## config.mk

```make
export PLATFORM = sky130hd
export DESIGN_NAME = extend_stream
export DESIGN_NICKNAME = d
export VERILOG_FILES = /design/src/rtl/extend_stream.sv
export SDC_FILE = /design/constraint.sdc
export NUM_CORES = 1
export LEC_CHECK = 0
export CAP_MARGIN = 25
export CORE_MARGIN = 4
export CORE_UTILIZATION = 60
export CTS_CLUSTER_DIAMETER = 30
export DETAILED_ROUTE_END_ITERATION = 10
export GPL_TIMING_DRIVEN = 0
export MAX_ROUTING_LAYER = met4
export PLACE_DENSITY = 0.84
export RECOVER_POWER = 50
export SLEW_MARGIN = 20
export SYNTH_ARGS = -nofsm -noshare
export SYNTH_HDL_FRONTEND = slang
export SYNTH_SLANG_ARGS = --single-unit
```

## constraint.sdc

```tcl
create_clock -name iClk -period 4.2 [get_ports iClk]
set_input_delay 1.26 -clock iClk [delete_from_list [all_inputs] [get_ports iClk]]
set_output_delay 1.26 -clock iClk [all_outputs]
set_load 0.005 [all_outputs]
```

## src/rtl/extend_stream.sv

```systemverilog
`default_nettype none
// ============================================================================
// Module   : extend_stream
// Brief    : Buffered operand extender. Accepts IN_WIDTH-bit operands on a
//            valid/ready stream, extends each to OUT_WIDTH bits (zero, sign,
//            upper-place or ones) and queues the result in a DEPTH-entry FIFO
//            presented on a valid/ready output stream.
// Revision : 1.0 - initial release
// ============================================================================
module extend_stream #(
    parameter int IN_WIDTH  = 16,
    parameter int OUT_WIDTH = 32,
    parameter int DEPTH     = 4,
    localparam int CW       = $clog2(DEPTH + 1)
) (
    input  logic                 iClk,
    input  logic                 iRst_n,
    input  logic [IN_WIDTH-1:0]  iA,
    input  logic [1:0]           iMode,
    input  logic                 iValid,
    output logic                 oReady,
    output logic [OUT_WIDTH-1:0] oB,
    output logic                 oValid,
    input  logic                 iReady,
    output logic [CW-1:0]        oCount,
    output logic                 oFull,
    output logic                 oEmpty
);

    // ------------------------------------------------------------------------
    // Constants
    // ------------------------------------------------------------------------
    localparam int c_PAD_W = OUT_WIDTH - IN_WIDTH;
    localparam int c_PTR_W = $clog2(DEPTH);

    localparam logic [c_PTR_W-1:0] c_LAST_PTR = c_PTR_W'(DEPTH - 1);
    localparam logic [CW-1:0]      c_DEPTH    = CW'(DEPTH);

    localparam logic [1:0] c_MODE_ZERO  = 2'b00;
    localparam logic [1:0] c_MODE_SIGN  = 2'b01;
    localparam logic [1:0] c_MODE_UPPER = 2'b10;
    localparam logic [1:0] c_MODE_ONES  = 2'b11;

    // ------------------------------------------------------------------------
    // State
    // ------------------------------------------------------------------------
    logic [OUT_WIDTH-1:0] r_mem [DEPTH];
    logic [c_PTR_W-1:0]   r_wrPtr;
    logic [c_PTR_W-1:0]   r_rdPtr;
    logic [CW-1:0]        r_count;

    logic [OUT_WIDTH-1:0] w_extended;
    logic                 w_full;
    logic                 w_empty;
    logic                 w_ready;
    logic                 w_valid;
    logic                 w_write;
    logic                 w_read;

    // ------------------------------------------------------------------------
    // Status flags come from the registered count only, so oReady never has
    // a combinational path from iReady.
    // ------------------------------------------------------------------------
    assign w_full  = (r_count == c_DEPTH);
    assign w_empty = (r_count == '0);
    assign w_ready = !w_full;
    assign w_valid = !w_empty;

    // A full FIFO ignores iValid; an empty FIFO ignores iReady.
    assign w_write = iValid && w_ready;
    assign w_read  = w_valid && iReady;

    // Extend the incoming operand; the stored FIFO entry is already extended.
    always_comb begin
        w_extended = {{c_PAD_W{1'b0}}, iA};
        case (iMode)
            c_MODE_ZERO:  w_extended = {{c_PAD_W{1'b0}}, iA};
            c_MODE_SIGN:  w_extended = {{c_PAD_W{iA[IN_WIDTH-1]}}, iA};
            c_MODE_UPPER: w_extended = {iA, {c_PAD_W{1'b0}}};
            c_MODE_ONES:  w_extended = {{c_PAD_W{1'b1}}, iA};
            default:      w_extended = {{c_PAD_W{1'b0}}, iA};
        endcase
    end

    // Storage array: written on an accepted operand, never reset.
    always_ff @(posedge iClk) begin
        if (w_write) begin
            r_mem[r_wrPtr] <= w_extended;
        end
    end

    // Write pointer advances per accepted operand, wrapping at DEPTH-1.
    always_ff @(posedge iClk or negedge iRst_n) begin
        if (!iRst_n) begin
            r_wrPtr <= '0;
        end else if (w_write) begin
            if (r_wrPtr == c_LAST_PTR) begin
                r_wrPtr <= '0;
            end else begin
                r_wrPtr <= r_wrPtr + 1'b1;
            end
        end
    end

    // Read pointer advances per consumed result, wrapping at DEPTH-1.
    always_ff @(posedge iClk or negedge iRst_n) begin
        if (!iRst_n) begin
            r_rdPtr <= '0;
        end else if (w_read) begin
            if (r_rdPtr == c_LAST_PTR) begin
                r_rdPtr <= '0;
            end else begin
                r_rdPtr <= r_rdPtr + 1'b1;
            end
        end
    end

    // Occupancy: +1 on write only, -1 on read only, hold on both or neither.
    always_ff @(posedge iClk or negedge iRst_n) begin
        if (!iRst_n) begin
            r_count <= '0;
        end else begin
            case ({w_write, w_read})
                2'b10:   r_count <= r_count + 1'b1;
                2'b01:   r_count <= r_count - 1'b1;
                default: r_count <= r_count;
            endcase
        end
    end

    // ------------------------------------------------------------------------
    // Outputs. The head entry is masked to zero when nothing is stored so that
    // stale memory contents never leak onto oB (including right after reset).
    // ------------------------------------------------------------------------
    assign oReady = w_ready;
    assign oValid = w_valid;
    assign oB     = w_valid ? r_mem[r_rdPtr] : '0;
    assign oCount = r_count;
    assign oFull  = w_full;
    assign oEmpty = w_empty;

endmodule
`default_nettype wire

```

## Word-level counts from Yosys, hierarchy flattened

Memories as Yosys holds them, arrays and structs flattened.
Cells that the tools add are included.

| storage, ports and cells | value |
|---|---|
| word-level logic and storage cells | 30 |
| memories kept | 1 |
| register bits after elaboration | 7 |
| bits in writable memories | 128 |

| operators by class | value |
|---|---|
| eq/ne operators | 8 |
| multiplexer cells | 7 |
| add/subtract/negate cells | 4 |
| reductions and logical operators | 7 |

Memory list:

| memory | words | bits a word | rd ports | clocked after memory_dff | write ports | line | text |
|---|---|---|---|---|---|---|---|
| r_mem | 4 | 32 | 1 | 0 | 1 | 47 | `logic [OUT_WIDTH-1:0] r_mem [DEPTH];` |

Operators with widths:

| cell | count |
|---|---|
| one-hot mux 32 bit (4 select lines) | 1 |
| two-way mux 32 bit | 1 |
| equality test 2 bit, second input constant | 5 |
| one-hot mux 3 bit (2 select lines) | 1 |
| adder 2 x 1 -> 2 bit, second input constant | 2 |
| equality test 2 x 1 -> 1 bit, second input constant | 2 |
| two-way mux 2 bit | 2 |
| adder 3 x 1 -> 3 bit, second input constant | 1 |
| equality test 3 bit, second input constant | 1 |
| logical NOT 3 bit | 1 |
| subtractor 3 x 1 -> 3 bit, second input constant | 1 |
| logical AND 1 bit | 2 |
| logical NOT 1 bit | 2 |
| logical NOT 2 bit | 1 |
| two-way mux 1 bit | 2 |
| nonzero test 2 bit | 1 |

## Logic depth before layout (Yosys ltp)

| depth | value |
|---|---|
| depth in word-level cells | 5 |
| mapped depth | 11 |
| depth with buffers taken out | 11 |

## Worst setup path before layout

Ideal clock, no wire load.

| timing path | value |
|---|---|
| kind | input to register |
| start | input port iValid |
| end | memory r_mem[0][0], enable pin |
| path buffers | 0 |
| cell stages on the path | 2 |
| library setup time | 0.392 ns |
| arrival time | 2.308 ns |
| slack | 1.500 ns |
| cells stage by stage | nor2b_2 -> and2_1 |

| between the ends | value |
|---|---|
| longest elaborated chain between the ends | 3 |

RTL lines:

| what | line | text |
|---|---|---|
| start, declared | 20 | `input logic iValid,` |
| logical AND 1 bit | 70 | `assign w_write = iValid && w_ready;` |
| two-way mux 1 bit | 87 | `if (w_write) begin` |
| two-way mux 1 bit (not written as such) | 88 | `r_mem[r_wrPtr] <= w_extended;` |
| end, declared | 47 |  |

No other way between the ends.

## Worst setup path in the final report

| timing path | value |
|---|---|
| start | register r_rdPtr[1] |
| end | output port oB[24] |

| between the ends | value |
|---|---|
| longest elaborated chain between the ends | 2 |

RTL lines:

| what | line | text |
|---|---|---|
| start, declared | 49 | `logic [c_PTR_W-1:0] r_rdPtr;` |
| start signal, assigned | 113 | `r_rdPtr <= r_rdPtr + 1'b1;` |
| memory read (4 x 32 bit) | -- |  |
| two-way mux 32 bit | 137 | `assign oB = w_valid ? r_mem[r_rdPtr] : '0;` |
| end, declared | 22 | `output logic [OUT_WIDTH-1:0] oB,` |

No other way between the ends.

==> flow_summary.ini <==
[global_routing]
grt_start_max_net_pins = 25
grt_pass1_wl_um = 18080
grt.overflow.total = 0
grt_pass1_vias = 3205
grt_usage_pct = 23.45
antenna_found_initial = 0

[status]
outcome = finished, final reports clean

[synthesis]
postSynthCellCount = 298
yosys.area.top_type = edfxtp_1
yosys_warnings = 0
ys_seq_elements = 135
syn_avg_cell_area_um2 = 18.62
yosysSeqAreaShare_pct = 72.44
yosys-top-cells-area = edfxtp_1, mux4_2, and2_1
syn_area_mm2 = 0.005548
synth_top_area_share_pct = 69.28
yosysUniqueCellTypes = 24
synth_nets = 327

[clock_tree]
cts_buffer_depth = 2
cts_tree = done
clockRootBuffer = clkbuf_8
ctsResizeCount = 0
path_clk_slew_ps = 60
htree_levels = 4
holdBufCountCts = 0
clock_latency_ps = 520
cts_made_buffers = 17
postCtsSetupBuffers = 0
cts.sinks = 135

[setup_path]
cp-start-kind = flop
crit_path_end = oB[24]
rr_worst_depth = 6
startpoint = r_rdPtr[1]
r2r-start = oCount[0]
path_class = flop to primary output
end_kind = primary output
rrSetupSlack_ps = 1030
path_max_fanout = 10
r2r-end = r_mem[2][19]
critPathRequiredTime_ps = 2940
crit_arrival_ps = 2530

[drt]
firstDrtPassIters = 5
viasPerCell = 5.914
drc_errors = 0
drt_iter0_markers = 195
wirelength_um = 11300
routed-via-count = 2963
final_antenna_net_count = 0
wl_per_cell_um = 22.56

[place]
dp_cells = 469
portBuffers = 59
gp_congestion = 0.7929
placedInstanceArea_mm2 = 0.006366
dp_hpwl_um = 6938

[power_and_ir_drop]
vdd_drop_max_uv = 478.7
p_total_mw = 5.234
p_leak_nw = 2.424
cellPowerDensity_mw_per_mm2 = 755.1

[sta]
rsz0062_at_grt = false
fmaxAchievable_ghz = 0.2635
setup_violations = 0
max_slew.worst_pin.slew_ps = 1252
slew_viol_final = 0
fin_worst_skew_ps = 10.93
finalCritPeriodShare_pct = 90.34
hold_viol_final = 0
period_needed_ps = 3794
finalSetupTns_ps = 0
slew_headroom_pct = 16.37

[final_layout]
nFillCells = 496
diodes = 0
layout.nets = 409
final_cell_count_no_fill = 501
area_growth_pct = 24.94
multi_input_area_mm2 = 0.001395
layout-drive-gt1-share_pct = 19.34
seqCellArea_mm2 = 0.004019
fin_area_mm2 = 0.006932

[die]
initial_core_util_pct = 62.70
dieWidth_um = 104.2
core_area_mm2 = 0.008848
die_h_um = 104.2
ios = 61
rows = 34
die_area_mm2 = 0.01085

[job]
drv_cap = 0

[hold_path]
hold_path.class = flop to flop
min-delay-start = oCount[2]
==> logic make-up after synthesis <==
kind of cell    synth area share [%]
xor+xnor                      0.4737
fa+ha+maj                      1.894
simple gates                   8.728
buf+inv                        2.255
flops                          72.44
compound gates               0.09013
mux                            14.12
==> worst min path at each step <==
| stage | to | slack (ps) | cells after the start |
|---|---|---|---|
| after floorplan | oCount[2] | 500 | 1 |
| after global placement | oCount[2] | 520 | 1 |
| after detailed placement | oCount[2] | 530 | 1 |
| after CTS | oCount[2] | 560 | 1 |
| after global routing | oCount[2] | 600 | 1 |
| final | oCount[2] | 570 | 1 |
==> routing by layer <==
metal	global-route usage (%)	share of wire [%]	up-vias
met1	29.07	40	1506
met5	-	0	-
met2	38.30	52	151
met3	6.456	7.4	13
li1	-	-	1293
met4	6.933	0.88	0
==> report_power, final <==
part	internal, mW	leakage (nW)	total (mW)	switching, mW
clock	0.959	0.277	1.50	0.541
sequential	1.81	1.26	1.90	0.0940
combinational	1.06	0.884	1.83	0.772
total	3.83	2.42	5.23	1.41
==> synth_stat cells <==
master	number
edfxtp_1	128
and2_1	52
nor2_1	33
mux4_2	32
inv_1	8
buf_2	7
dfrtp_1	7
ha_1	6
clkbuf_1	5
buf_6	3
mux2_2	2
mux2_4	2
xor2_1	2
a21oi_1	1
and2_4	1
buf_4	1
fa_1	1
maj3_1	1
mux2i_1	1
nand2b_1	1
nand3_1	1
nor2b_2	1
or3_1	1
xnor2_1	1
==> sequential cells by signal, indices dropped and copies added, names as in the netlist <==
name,flops
r_mem,128
oCount,3
r_wrPtr,2
r_rdPtr,2
==> critical path, stage by stage, from the launching register on <==
cell             delay (ps)
dfrtp_1                 350
clkbuf_1                300
buf_2                   350
mux4_2                  370
and2_1                  190
clkdlybuf4s50_1         450
==> cell type report <==
| cell class | count | share of cell area (%) |
|---|---|---|
| Sequential cell | 135 | 57.98 |
| Multi-Input combinational cell | 139 | 20.13 |
| Timing Repair Buffer | 63 | 9.458 |
| Clock buffer | 19 | 6.083 |
| Clock inverter | 13 | 2.599 |
| Tap cell | 108 | 1.949 |
| Buffer | 16 | 1.372 |
| Inverter | 8 | 0.4332 |
==> cells in the final DEF (no fill, tap or decap), types with 5 or more instances in the layout <==
master           instances
edfxtp_1               128
clkdlybuf4s50_1         55
nor2_1                  33
mux4_2                  32
and2_1                  32
and2_0                  21
clkbuf_16               16
inv_1                    8
clkbuf_1                 7
buf_2                    7
dfrtp_1                  7
ha_1                     6
clkinvlp_4               5
==> through the flow <==
step	setup WS [ps]	util (%)	hold WS, ps
after detailed placement	976.1	71.95	526.2
after global routing	249.2	78.34	596.5
after CTS	351.7	78.75	560.4
after global placement	462.9	70.90	516.1
final	405.6	78.34	567.2
after floorplan	1500	-	498.0
Note: power is estimated with default switching activity, not from simulation.
